==> src/rtl/snake_pkg.sv <==
// Shared snake-game types: direction encoding and lockstep controller state (exported for ILA/debug).
package snake_pkg;

    typedef enum logic [2:0] {
        DirNone  = 3'd0,
        DirUp    = 3'd1,
        DirDown  = 3'd2,
        DirLeft  = 3'd3,
        DirRight = 3'd4
    } dir_t;

    typedef enum logic [2:0] {
        StIdle  = 3'd0,
        StArmed = 3'd1,
        StSend  = 3'd2,
        StWait  = 3'd3,
        StStep  = 3'd4,
        StLost  = 3'd5
    } lockstep_state_t;

endpackage

==> src/rtl/lockstep_ctrl_if.sv <==
// Control/handshake bundle between the game host, communicate and the lockstep controller.
interface lockstep_ctrl_if
    import snake_pkg::*;
();
    logic game_en;
    logic singleplayer;
    logic start_game;
    logic seed_rdy;
    logic step_req;
    dir_t local_dir;
    logic rcvdir;
    dir_t dir2;
    logic send;
    dir_t dir1;
    logic step;
    dir_t step_dir_local;
    dir_t step_dir_remote;
    logic link_lost;
    logic overrun;

    // Host / communicate side.
    modport master (
        output game_en, singleplayer, start_game, seed_rdy, step_req, local_dir, rcvdir, dir2,
        input  send, dir1, step, step_dir_local, step_dir_remote, link_lost, overrun
    );

    // Lockstep controller side.
    modport slave (
        input  game_en, singleplayer, start_game, seed_rdy, step_req, local_dir, rcvdir, dir2,
        output send, dir1, step, step_dir_local, step_dir_remote, link_lost, overrun
    );
endinterface

==> src/rtl/lockstep_ctrl_dir_fifo2.sv <==
// Two-entry direction FIFO holding peer directions that arrive ahead of the local step.
module dir_fifo2
    import snake_pkg::*;
(
    input  logic clk_i,
    input  logic rst_ni,
    input  logic wr_i,
    input  logic rd_i,
    input  dir_t din_i,
    output dir_t dout_o,
    output logic empty_o,
    output logic full_o
);
    dir_t       mem_q [2];
    logic       wptr_q, rptr_q;
    logic [1:0] cnt_q, cnt_d;
    logic       do_wr, do_rd;

    // A write while full is accepted only when a pop frees the slot in the same cycle.
    assign do_rd   = rd_i & (cnt_q != 2'd0);
    assign do_wr   = wr_i & ((cnt_q != 2'd2) | do_rd);
    assign empty_o = (cnt_q == 2'd0);
    assign full_o  = (cnt_q == 2'd2);
    assign dout_o  = mem_q[rptr_q];

    always_comb begin
        cnt_d = cnt_q;
        if (do_wr && !do_rd) cnt_d = cnt_q + 2'd1;
        else if (do_rd && !do_wr) cnt_d = cnt_q - 2'd1;
    end

    always_ff @(posedge clk_i) begin
        if (!rst_ni) begin
            mem_q[0] <= DirNone;
            mem_q[1] <= DirNone;
            wptr_q   <= 1'b0;
            rptr_q   <= 1'b0;
            cnt_q    <= 2'd0;
        end else begin
            if (do_wr) begin
                mem_q[wptr_q] <= din_i;
                wptr_q        <= ~wptr_q;
            end
            if (do_rd) rptr_q <= ~rptr_q;
            cnt_q <= cnt_d;
        end
    end
endmodule

==> src/rtl/lockstep_ctrl.sv <==
// Game-step lockstep controller: exchanges local/peer directions via communicate and issues
// one step pulse per game tick carrying both, with link-loss timeout and overrun flags.
module lockstep_ctrl
    import snake_pkg::*;
#(
    parameter int unsigned TIMEOUT_CYCLES = 6_500_000,
    parameter int unsigned SEND_HOLD      = 2
) (
    input logic            clk_i,
    input logic            rst_ni,
    lockstep_ctrl_if.slave bus
);
    localparam int unsigned CntW  = $clog2(TIMEOUT_CYCLES + 1);
    localparam int unsigned HoldW = (SEND_HOLD > 1) ? $clog2(SEND_HOLD) : 1;

    lockstep_state_t  state_q;
    logic             send_q, step_q, link_lost_q, overrun_q, armed_q, sp_q;
    dir_t             dir1_q, step_dir_local_q, step_dir_remote_q;
    logic [CntW-1:0]  cnt_q;
    logic [HoldW-1:0] hold_q;

    logic fifo_rst_n, fifo_wr, fifo_rd, fifo_empty, fifo_full, fifo_avail;
    dir_t fifo_dout;

    assign fifo_rst_n = rst_ni & bus.game_en;
    assign fifo_wr    = bus.rcvdir & (state_q inside {StArmed, StSend, StWait, StStep});
    assign fifo_rd    = (state_q == StStep) & ~sp_q;
    // Treat a direction arriving this cycle as already queued so the step is not delayed a cycle.
    assign fifo_avail = ~fifo_empty | fifo_wr;

    dir_fifo2 u_fifo (
        .clk_i  (clk_i),
        .rst_ni (fifo_rst_n),
        .wr_i   (fifo_wr),
        .rd_i   (fifo_rd),
        .din_i  (bus.dir2),
        .dout_o (fifo_dout),
        .empty_o(fifo_empty),
        .full_o (fifo_full)
    );

    always_ff @(posedge clk_i) begin
        if (!rst_ni || !bus.game_en) begin
            state_q           <= StIdle;
            send_q            <= 1'b0;
            step_q            <= 1'b0;
            link_lost_q       <= 1'b0;
            overrun_q         <= 1'b0;
            armed_q           <= 1'b0;
            sp_q              <= 1'b0;
            dir1_q            <= DirNone;
            step_dir_local_q  <= DirNone;
            step_dir_remote_q <= DirNone;
            cnt_q             <= '0;
            hold_q            <= '0;
        end else begin
            step_q <= 1'b0;
            if (bus.seed_rdy || bus.start_game) armed_q <= 1'b1;
            if ((bus.step_req && state_q != StArmed) || (fifo_wr && fifo_full && !fifo_rd)) begin
                overrun_q <= 1'b1;
            end
            unique case (state_q)
                StIdle: begin
                    if (bus.singleplayer || armed_q) state_q <= StArmed;
                end
                StArmed: begin
                    if (bus.step_req) begin
                        dir1_q <= bus.local_dir;
                        sp_q   <= bus.singleplayer;
                        if (bus.singleplayer) begin
                            state_q <= StStep;
                        end else begin
                            send_q  <= 1'b1;
                            hold_q  <= '0;
                            state_q <= StSend;
                        end
                    end
                end
                StSend: begin
                    if (hold_q == HoldW'(SEND_HOLD - 1)) begin
                        send_q  <= 1'b0;
                        cnt_q   <= '0;
                        state_q <= fifo_avail ? StStep : StWait;
                    end else begin
                        hold_q <= hold_q + HoldW'(1);
                    end
                end
                StWait: begin
                    if (fifo_avail) begin
                        state_q <= StStep;
                    end else if (cnt_q == CntW'(TIMEOUT_CYCLES - 1)) begin
                        link_lost_q <= 1'b1;
                        state_q     <= StLost;
                    end else begin
                        cnt_q <= cnt_q + CntW'(1);
                    end
                end
                StStep: begin
                    step_q            <= 1'b1;
                    step_dir_local_q  <= dir1_q;
                    step_dir_remote_q <= sp_q ? DirNone : fifo_dout;
                    state_q           <= StArmed;
                end
                StLost: state_q <= StLost;
                default: state_q <= StIdle;
            endcase
        end
    end

    assign bus.send            = send_q;
    assign bus.dir1            = dir1_q;
    assign bus.step            = step_q;
    assign bus.step_dir_local  = step_dir_local_q;
    assign bus.step_dir_remote = step_dir_remote_q;
    assign bus.link_lost       = link_lost_q;
    assign bus.overrun         = overrun_q;
endmodule

==> src/flat_wrapper.sv <==
// flat-port wrapper written by rule: the top's interface ports become plain ports
module lockstep_ctrl_flat import snake_pkg::*;
#(
    parameter int unsigned TIMEOUT_CYCLES = 6_500_000,
    parameter int unsigned SEND_HOLD      = 2
)
  (clk_i, rst_ni, bus_game_en, bus_singleplayer, bus_start_game, bus_seed_rdy, bus_step_req, bus_local_dir, bus_rcvdir, bus_dir2, bus_send, bus_dir1, bus_step, bus_step_dir_local, bus_step_dir_remote, bus_link_lost, bus_overrun);
  lockstep_ctrl_if bus_i ();
  input logic clk_i;
  input logic rst_ni;
  input wire logic [$bits(bus_i.game_en)-1:0] bus_game_en;
  input wire logic [$bits(bus_i.singleplayer)-1:0] bus_singleplayer;
  input wire logic [$bits(bus_i.start_game)-1:0] bus_start_game;
  input wire logic [$bits(bus_i.seed_rdy)-1:0] bus_seed_rdy;
  input wire logic [$bits(bus_i.step_req)-1:0] bus_step_req;
  input wire logic [$bits(bus_i.local_dir)-1:0] bus_local_dir;
  input wire logic [$bits(bus_i.rcvdir)-1:0] bus_rcvdir;
  input wire logic [$bits(bus_i.dir2)-1:0] bus_dir2;
  output wire logic [$bits(bus_i.send)-1:0] bus_send;
  output wire logic [$bits(bus_i.dir1)-1:0] bus_dir1;
  output wire logic [$bits(bus_i.step)-1:0] bus_step;
  output wire logic [$bits(bus_i.step_dir_local)-1:0] bus_step_dir_local;
  output wire logic [$bits(bus_i.step_dir_remote)-1:0] bus_step_dir_remote;
  output wire logic [$bits(bus_i.link_lost)-1:0] bus_link_lost;
  output wire logic [$bits(bus_i.overrun)-1:0] bus_overrun;
  assign bus_i.game_en = bus_game_en;
  assign bus_i.singleplayer = bus_singleplayer;
  assign bus_i.start_game = bus_start_game;
  assign bus_i.seed_rdy = bus_seed_rdy;
  assign bus_i.step_req = bus_step_req;
  assign bus_i.local_dir = bus_local_dir;
  assign bus_i.rcvdir = bus_rcvdir;
  assign bus_i.dir2 = bus_dir2;
  assign bus_send = bus_i.send;
  assign bus_dir1 = bus_i.dir1;
  assign bus_step = bus_i.step;
  assign bus_step_dir_local = bus_i.step_dir_local;
  assign bus_step_dir_remote = bus_i.step_dir_remote;
  assign bus_link_lost = bus_i.link_lost;
  assign bus_overrun = bus_i.overrun;
  lockstep_ctrl #(.TIMEOUT_CYCLES(TIMEOUT_CYCLES), .SEND_HOLD(SEND_HOLD)) u_core (.clk_i(clk_i), .rst_ni(rst_ni), .bus(bus_i));
endmodule
==> config.mk <==
export PLATFORM = sky130hd
export DESIGN_NAME = lockstep_ctrl_flat
export DESIGN_NICKNAME = d
export VERILOG_FILES = /design/src/rtl/snake_pkg.sv /design/src/rtl/lockstep_ctrl_if.sv /design/src/rtl/lockstep_ctrl_dir_fifo2.sv /design/src/rtl/lockstep_ctrl.sv /design/src/flat_wrapper.sv
export SDC_FILE = /design/constraint.sdc
export NUM_CORES = 1
export LEC_CHECK = 0
export CORE_MARGIN = 1.5
export CORE_UTILIZATION = 35
export DETAILED_ROUTE_END_ITERATION = 8
export SLEW_MARGIN = 20
export SYNTH_ARGS = -nofsm -noshare
export SYNTH_HDL_FRONTEND = slang
export SYNTH_HIERARCHICAL = 1
export SYNTH_SLANG_ARGS = --single-unit
==> constraint.sdc <==
create_clock -name clk_i -period 2.3 [get_ports clk_i]
set_input_delay 0.46 -clock clk_i [delete_from_list [all_inputs] [get_ports clk_i]]
set_output_delay 0.46 -clock clk_i [all_outputs]
set_load 0.01 [all_outputs]
* After elaboration in Yosys (flattened, before gate mapping)
Memory sizes are Yosys's and may differ from the RTL's. A register that Yosys moved wholly into a read port is not among the register bits.
Cells that the tools add are included.
** Cells by class
- Add/sub/neg operators :: 4
- Multiply operators :: 0
- Div/mod/pow operators :: 0
- Order comparisons :: 0
- Equality and inequality tests :: 16
- Shift-type cells :: 0
- Multiplexer cells :: 33
- Bitwise operators :: 12
- Reductions and logical operators :: 28
** Operator list (count)
- two-way mux 23 bit :: 3
- case mux 23 bit (2 select lines) :: 1
- two-way mux 3 bit :: 9
- adder 23 x 1 -> 23 bit (second input constant) :: 1
- equality test 23 bit (second input constant) :: 1
- case mux 3 bit (6 select lines) :: 1
- two-way mux 1 bit :: 15
- AND reduction 4 bit :: 3
- inequality test 2 bit (second input constant) :: 5
- nonzero test 2 bit :: 4
- equality test 3 x 2 -> 1 bit (second input constant) :: 2
- equality test 3 bit (second input constant) :: 2
- AND reduction 3 bit :: 2
- AND 1 bit :: 5
- logical AND 1 bit :: 5
- logical NOT 1 bit :: 5
- NOT 1 bit :: 5
- logical OR 1 bit :: 4
- two-way mux 2 bit :: 2
- inequality test 2 x 1 -> 1 bit (second input constant) :: 2
- case mux 1 bit (2 select lines) :: 2
- nonzero test 4 bit :: 1
- equality test 3 x 1 -> 1 bit (second input constant) :: 1
- logical NOT 3 bit :: 1
- other kinds (10) :: 11
** Word-level totals
- Register bits after elaboration :: 46
- Bits in latches :: 0
- RAM bits :: 6
- ROM bits :: 0
- Bits of input ports :: 14
- Output and inout port bits :: 13
- Word-level logic and storage cells :: 109
- Memories kept :: 1
** Memory list
- u_core.u_fifo.mem_q :: depth 2, width 3, read ports 1, clocked after Yosys merged registers in 1, write ports 2, RTL line lockstep_ctrl_dir_fifo2.sv:14 : dir_t mem_q [2];

* Longest topological paths before layout
- Word-level depth :: 10
- Gate-level depth with buffers :: 10
- Mapped depth without buffers :: 9

* Cells and area by module
Netlist, hierarchy kept.
** Modules (own cells, without submodules)
- lockstep_ctrl :: instances 1, cells an instance 240, area an instance 2083.2 um^2, seq. area each 840.8 um^2
- dir_fifo2 :: instances 1, cells an instance 42, area an instance 515.5 um^2, seq. area each 280.3 um^2

* Worst setup path after synthesis
Ideal clock, no wire load.
- Path kind :: register to register
- From :: reg u_core.state_q[0]
- To :: reg u_core.u_fifo.cnt_q[1]
- Arrival time :: 1936 ps
- Data required time :: 2230 ps
- Setup slack :: 294 ps
- Stages on the path, launching flop included :: 9
- Cells stage by stage :: dfxtp_1 buf_4 nor2_1 nand2_1 nor2_1 o21ai_1 ha_1 or3_1 a21boi_1
** Between the ends
- Cells in the longest elaborated chain, start to end :: 8
** Ends and longest elaborated chain
- from (decl) :: RTL line lockstep_ctrl.sv:16 : lockstep_state_t state_q;
- from (signal assigned) :: RTL line lockstep_ctrl.sv:44 : state_q <= StIdle;
- from (signal assigned) :: RTL line lockstep_ctrl.sv:64 : if (bus.singleplayer || armed_q) state_q <= StArmed;
- from (signal assigned) :: RTL line lockstep_ctrl.sv:71 : state_q <= StStep;
- equality test 3 bit (*) :: RTL line lockstep_ctrl.sv:27 : assign fifo_rd = (state_q == StStep) & ~sp_q;
- AND 1 bit (*) :: RTL line lockstep_ctrl.sv:27
- named net u_core.fifo_rd :: RTL line lockstep_ctrl.sv:22 : logic fifo_rst_n, fifo_wr, fifo_rd, fifo_empty, fifo_full, fifo_avail;
- AND 1 bit (*) :: RTL line lockstep_ctrl_dir_fifo2.sv:20 : assign do_rd = rd_i & (cnt_q != 2'd0);
- OR 1 bit :: RTL line lockstep_ctrl_dir_fifo2.sv:21 : assign do_wr = wr_i & ((cnt_q != 2'd2) | do_rd);
- AND 1 bit :: RTL line lockstep_ctrl_dir_fifo2.sv:21
- logical NOT 1 bit :: RTL line lockstep_ctrl_dir_fifo2.sv:29 : else if (do_rd && !do_wr) cnt_d = cnt_q - 2'd1;
- logical AND 1 bit :: RTL line lockstep_ctrl_dir_fifo2.sv:29
- nonzero test 2 bit (no line)
- to (signal assigned) :: RTL line lockstep_ctrl_dir_fifo2.sv:45 : cnt_q <= cnt_d;
- to (decl) :: RTL line lockstep_ctrl_dir_fifo2.sv:16 : logic [1:0] cnt_q, cnt_d;
Mark *: on every way through the listed nets, which the timed path passes. The rest lies on a longest branch.
A chain may end at the register's enable or synchronous reset.

* Final worst setup path
- From :: reg u_core.cnt_q[1]
- To :: reg u_core.cnt_q[10]
** Between the ends
- Cells in the longest elaborated chain, start to end :: 4
** Ends and longest elaborated chain
- from (decl) :: RTL line lockstep_ctrl.sv:19 : logic [CntW-1:0] cnt_q;
- from (signal assigned) :: RTL line lockstep_ctrl.sv:95 : cnt_q <= cnt_q + CntW'(1);
- adder 23 x 1 -> 23 bit :: RTL line lockstep_ctrl.sv:95
- two-way mux 23 bit :: RTL line lockstep_ctrl.sv:91 : end else if (cnt_q == CntW'(TIMEOUT_CYCLES - 1)) begin
- two-way mux 23 bit :: RTL line lockstep_ctrl.sv:89 : if (fifo_avail) begin
- case mux 23 bit (2 select lines) :: RTL line lockstep_ctrl.sv:62 : unique case (state_q)
Several ways; a longest one is shown, not always the timed one. The select of a mux whose other input is x is not followed.

==> metrics.csv <==
stage,metric,value,unit
floorplanning,rows,31,
critical_path,crit_buf_inv,1,
synthesis,yosys-top-cells-count,"47 x dfxtp_1, 32 x nor2_1, 20 x nand2_1",
synthesis,postSynth.asyncResetShare,0,%
place,port_buffers,26,
final_layout,insertedDiodeCount,0,
min_path,hp-class,reg -> reg,
detailed_routing,vias_per_cell,4.85,
critical_path,slowest_delay,0.46,ns
sta,holdWs,0.455,ns
critical_path,path_max_fanout,9,
floorplanning,die_w,89.2,microns
sta,fin_crit_sh,91.0,%
clocking,hold_buffers,0,
detailed_routing,wl_per_cell,12.4,microns
critical_path,cp-end-kind,register,
grt,grt_usage,14.7,%
synthesis,netlist_instances,282,
clocking,cts.path.max_buffers,2,
grt,top_usage_layer,met2,
grt,grt_max_degree,23,
final_layout,final_util,43.6,%
synthesis,synth_top_area_share,36.2,%
sta,setup_violations,0,
synthesis,yosysUniqueCellTypes,56,
clocking,cts_root_buf,clkbuf_8,
detailed_routing,drt-pass1-iter-count,4,
final_layout,area_delta_synth_final,20.9,%
detailed_routing,wirelength,5250,microns
sta,rsz0062_at_grt,no,
sta,fmax,478,MHz
place,gp_congestion,0.791,
status,status,"finished, final reports clean",
sta,relSlewSlack,69.3,%
min_path,whs_endpoint,u_core/bus.link_lost$_SDFFE_PN0P_,
detailed_routing,ant_nets,0,
sta,tightest_slew,0.460,ns
clocking,cts.sinks,53,
synthesis,synth_edf_count,6,
synthesis,ys.warnings.count,6,
power,power_leakage,1.07,nW
clocking,cts_tree,yes,
critical_path,r2r_slack,0.21,ns
synthesis,ys_seq_area_share,43.1,%
flow_run,drv_cap,0,
min_path,hold_depth,2,
grt,grt_pass1_vias,2040,
grt,grt_use_met3,3.88,%
synthesis,ys.flop_type,dfxtp_1,
synthesis,yosys-top-cells-area,"dfxtp_1 36%, edfxtp_1 6.9%, nor2_1 4.6%",
critical_path,crit_required,2.55,ns
detailed_routing,via_count,2052,
grt,grtUsageMet2,24.4,%
power,power.density,522,mW/mm^2
floorplanning,core,0.00721,sq mm
critical_path,r2r-end,u_core/cnt_q[10]$_SDFFE_PN0P_,
critical_path,cp.arrival,2.34,ns
synthesis,syn_area_per_cell,9.22,sq um
floorplanning,dieArea,0.00795,sq mm
clocking,cts_buffers,5,
critical_path,cp_top_family,simple AND/OR/NAND/NOR gates,
critical_path,slowest_stage,or3_2,
floorplanning,design.portCount,27,
critical_path,regToRegStartpoint,u_core/cnt_q[1]$_SDFFE_PN0P_,
detailed_routing,drc,0,
synthesis,yosys.area.top_type,dfxtp_1,
sta,layout_min_cycle_time,2.09,ns
floorplanning,die_h,89.2,microns
synthesis,syn_area,0.00260,sq mm
power,vdd_drop_max,0.286,mV
critical_path,start_kind,register,
sta,finalMaxSlewViolations,0,
place,dp_hpwl,3900,microns
power,p_total,1.64,mW
grt,antenna_found_initial,0,
synthesis,synth_nets,298,
clocking,cts_resized,0,
sta,hold_violations,0,
grt,grt_overflow,0,
critical_path,path_cells,ha_1 -> and4_2 -> and3_1 -> a21bo_1 -> buf_4 -> or3_2 -> a21oi_2,
final_layout,drive_gt1_share,19.4,%
grt,grt_first_pass_wirelength,9030,microns
floorplanning,start_util,36.0,%
clocking,clkTransAtPathRegs,0.09,ns
critical_path,r2r_cells,7,
clocking,post_cts_buffers,0,
clocking,htreeDepth,2,
synthesis,synth.most_common_cell,dfxtp_1,
final_layout,nets,339,
grt,grt.met1_usage,18.2,%
clocking,clock_latency,0.30,ns
sta,clock_skew,0.0101,ns
detailed_routing,drtIter0Drc,48,
min_path,hold_start,u_core/bus.link_lost$_SDFFE_PN0P_,
synthesis,ys_ff_latch,53,
critical_path,critPathKind,reg -> reg,
[worst min-delay path, cell delays in order (launching register included)]
cell and delay [ns]:
dfxtp_1 0.32, inv_1 0.05, a21oi_1 0.05
[worst max-delay path by stage]
stage                                              start                             endpoint  slack, ns  cells past startpoint
after floorplan           u_core/state_q[0]$_SDFFE_PN0P_  u_core/u_fifo/cnt_q[1]$_SDFFE_PN0P_       0.29                      8
after global placement                        bus_rcvdir        u_core/cnt_q[10]$_SDFFE_PN0P_      -0.06                      7
after detailed placement                      bus_rcvdir        u_core/cnt_q[10]$_SDFFE_PN0P_      -0.07                      7
after CTS                   u_core/cnt_q[1]$_SDFFE_PN0P_        u_core/cnt_q[10]$_SDFFE_PN0P_       0.20                      7
after global routing      u_core/state_q[0]$_SDFFE_PN0P_  u_core/u_fifo/cnt_q[1]$_SDFFE_PN0P_       0.08                      8
final                       u_core/cnt_q[1]$_SDFFE_PN0P_        u_core/cnt_q[10]$_SDFFE_PN0P_       0.21                      7
[registers in the layout (all words and copies together), names as in the netlist, 2 cells and up, named ones only]
signal	flops
u_core/u_fifo/cnt_q	2
u_core/cnt_q	23
u_core/u_fifo/mem_q	6
u_core/bus.step_dir_local	3
u_core/bus.dir1	3
u_core/bus.step_dir_remote	3
u_core/state_q	3
[where the power goes]
group | switching (mW) | total (mW) | internal, mW
clock | 0.300 | 0.545 | 0.245
sequential | 0.00864 | 0.955 | 0.947
combinational | 0.0691 | 0.141 | 0.0719
total | 0.378 | 1.64 | 1.26
[cell usage in the layout, fill, tap and decap left out, types with 7 or more instances in the layout]
master	synthesis	final
a21oi_1	17	17
a21oi_2	7	7
and2_1	7	7
and3_1	9	9
buf_4	3	19
clkdlybuf4s50_1	0	26
dfxtp_1	47	47
nand2_1	20	20
nand3_1	15	15
nand4_1	8	8
nor2_1	32	32
o21ai_0	7	7
o21ai_2	7	7
or3_2	7	7
xor2_1	9	9
[routing by layer]
metal / vias to the layer above / routed length, microns
li1: 1078 / -
met1: 933 / 2500
met2: 39 / 2480
met3: 2 / 234
met4: 0 / 40
met5: - / 0
[logic make-up (layout without fill, tap and decap cells)]
kind of cell    after synthesis  in the layout  synth area share, %
flops                        53             53                 43.1
xor+xnor                     16             16                 5.68
compound gates               47             47                 12.4
mux                           8              8                 3.42
buf+inv                      18             60                 3.95
fa+ha+maj                     2              2                0.963
simple gates                138            138                 30.5
[per-stage QoR]
| step | TNS (ns) | instances | worst slack (ns) | instance area, sq um |
|---|---|---|---|---|
| after floorplan | 0 | 282 | 0.294 | 2600 |
| after global placement | -0.178 | 415 | -0.0574 | 3050 |
| after detailed placement | -0.314 | 415 | -0.0724 | 3050 |
| after CTS | 0 | 423 | 0.204 | 3140 |
| after global routing | 0 | 423 | 0.0843 | 3140 |
| final | 0 | 423 | 0.206 | 3140 |
[cell type report]
type | count | area (sq um)
timing repair buffer | 45 | 403
fill | 744 | 4070
multi-input combinational | 211 | 1380
inverter | 7 | 26.3
clock inverter | 1 | 7.51
clock buffer | 7 | 86.3
sequential | 53 | 1120
tap | 99 | 124
(Power assumes the default switching activity.)
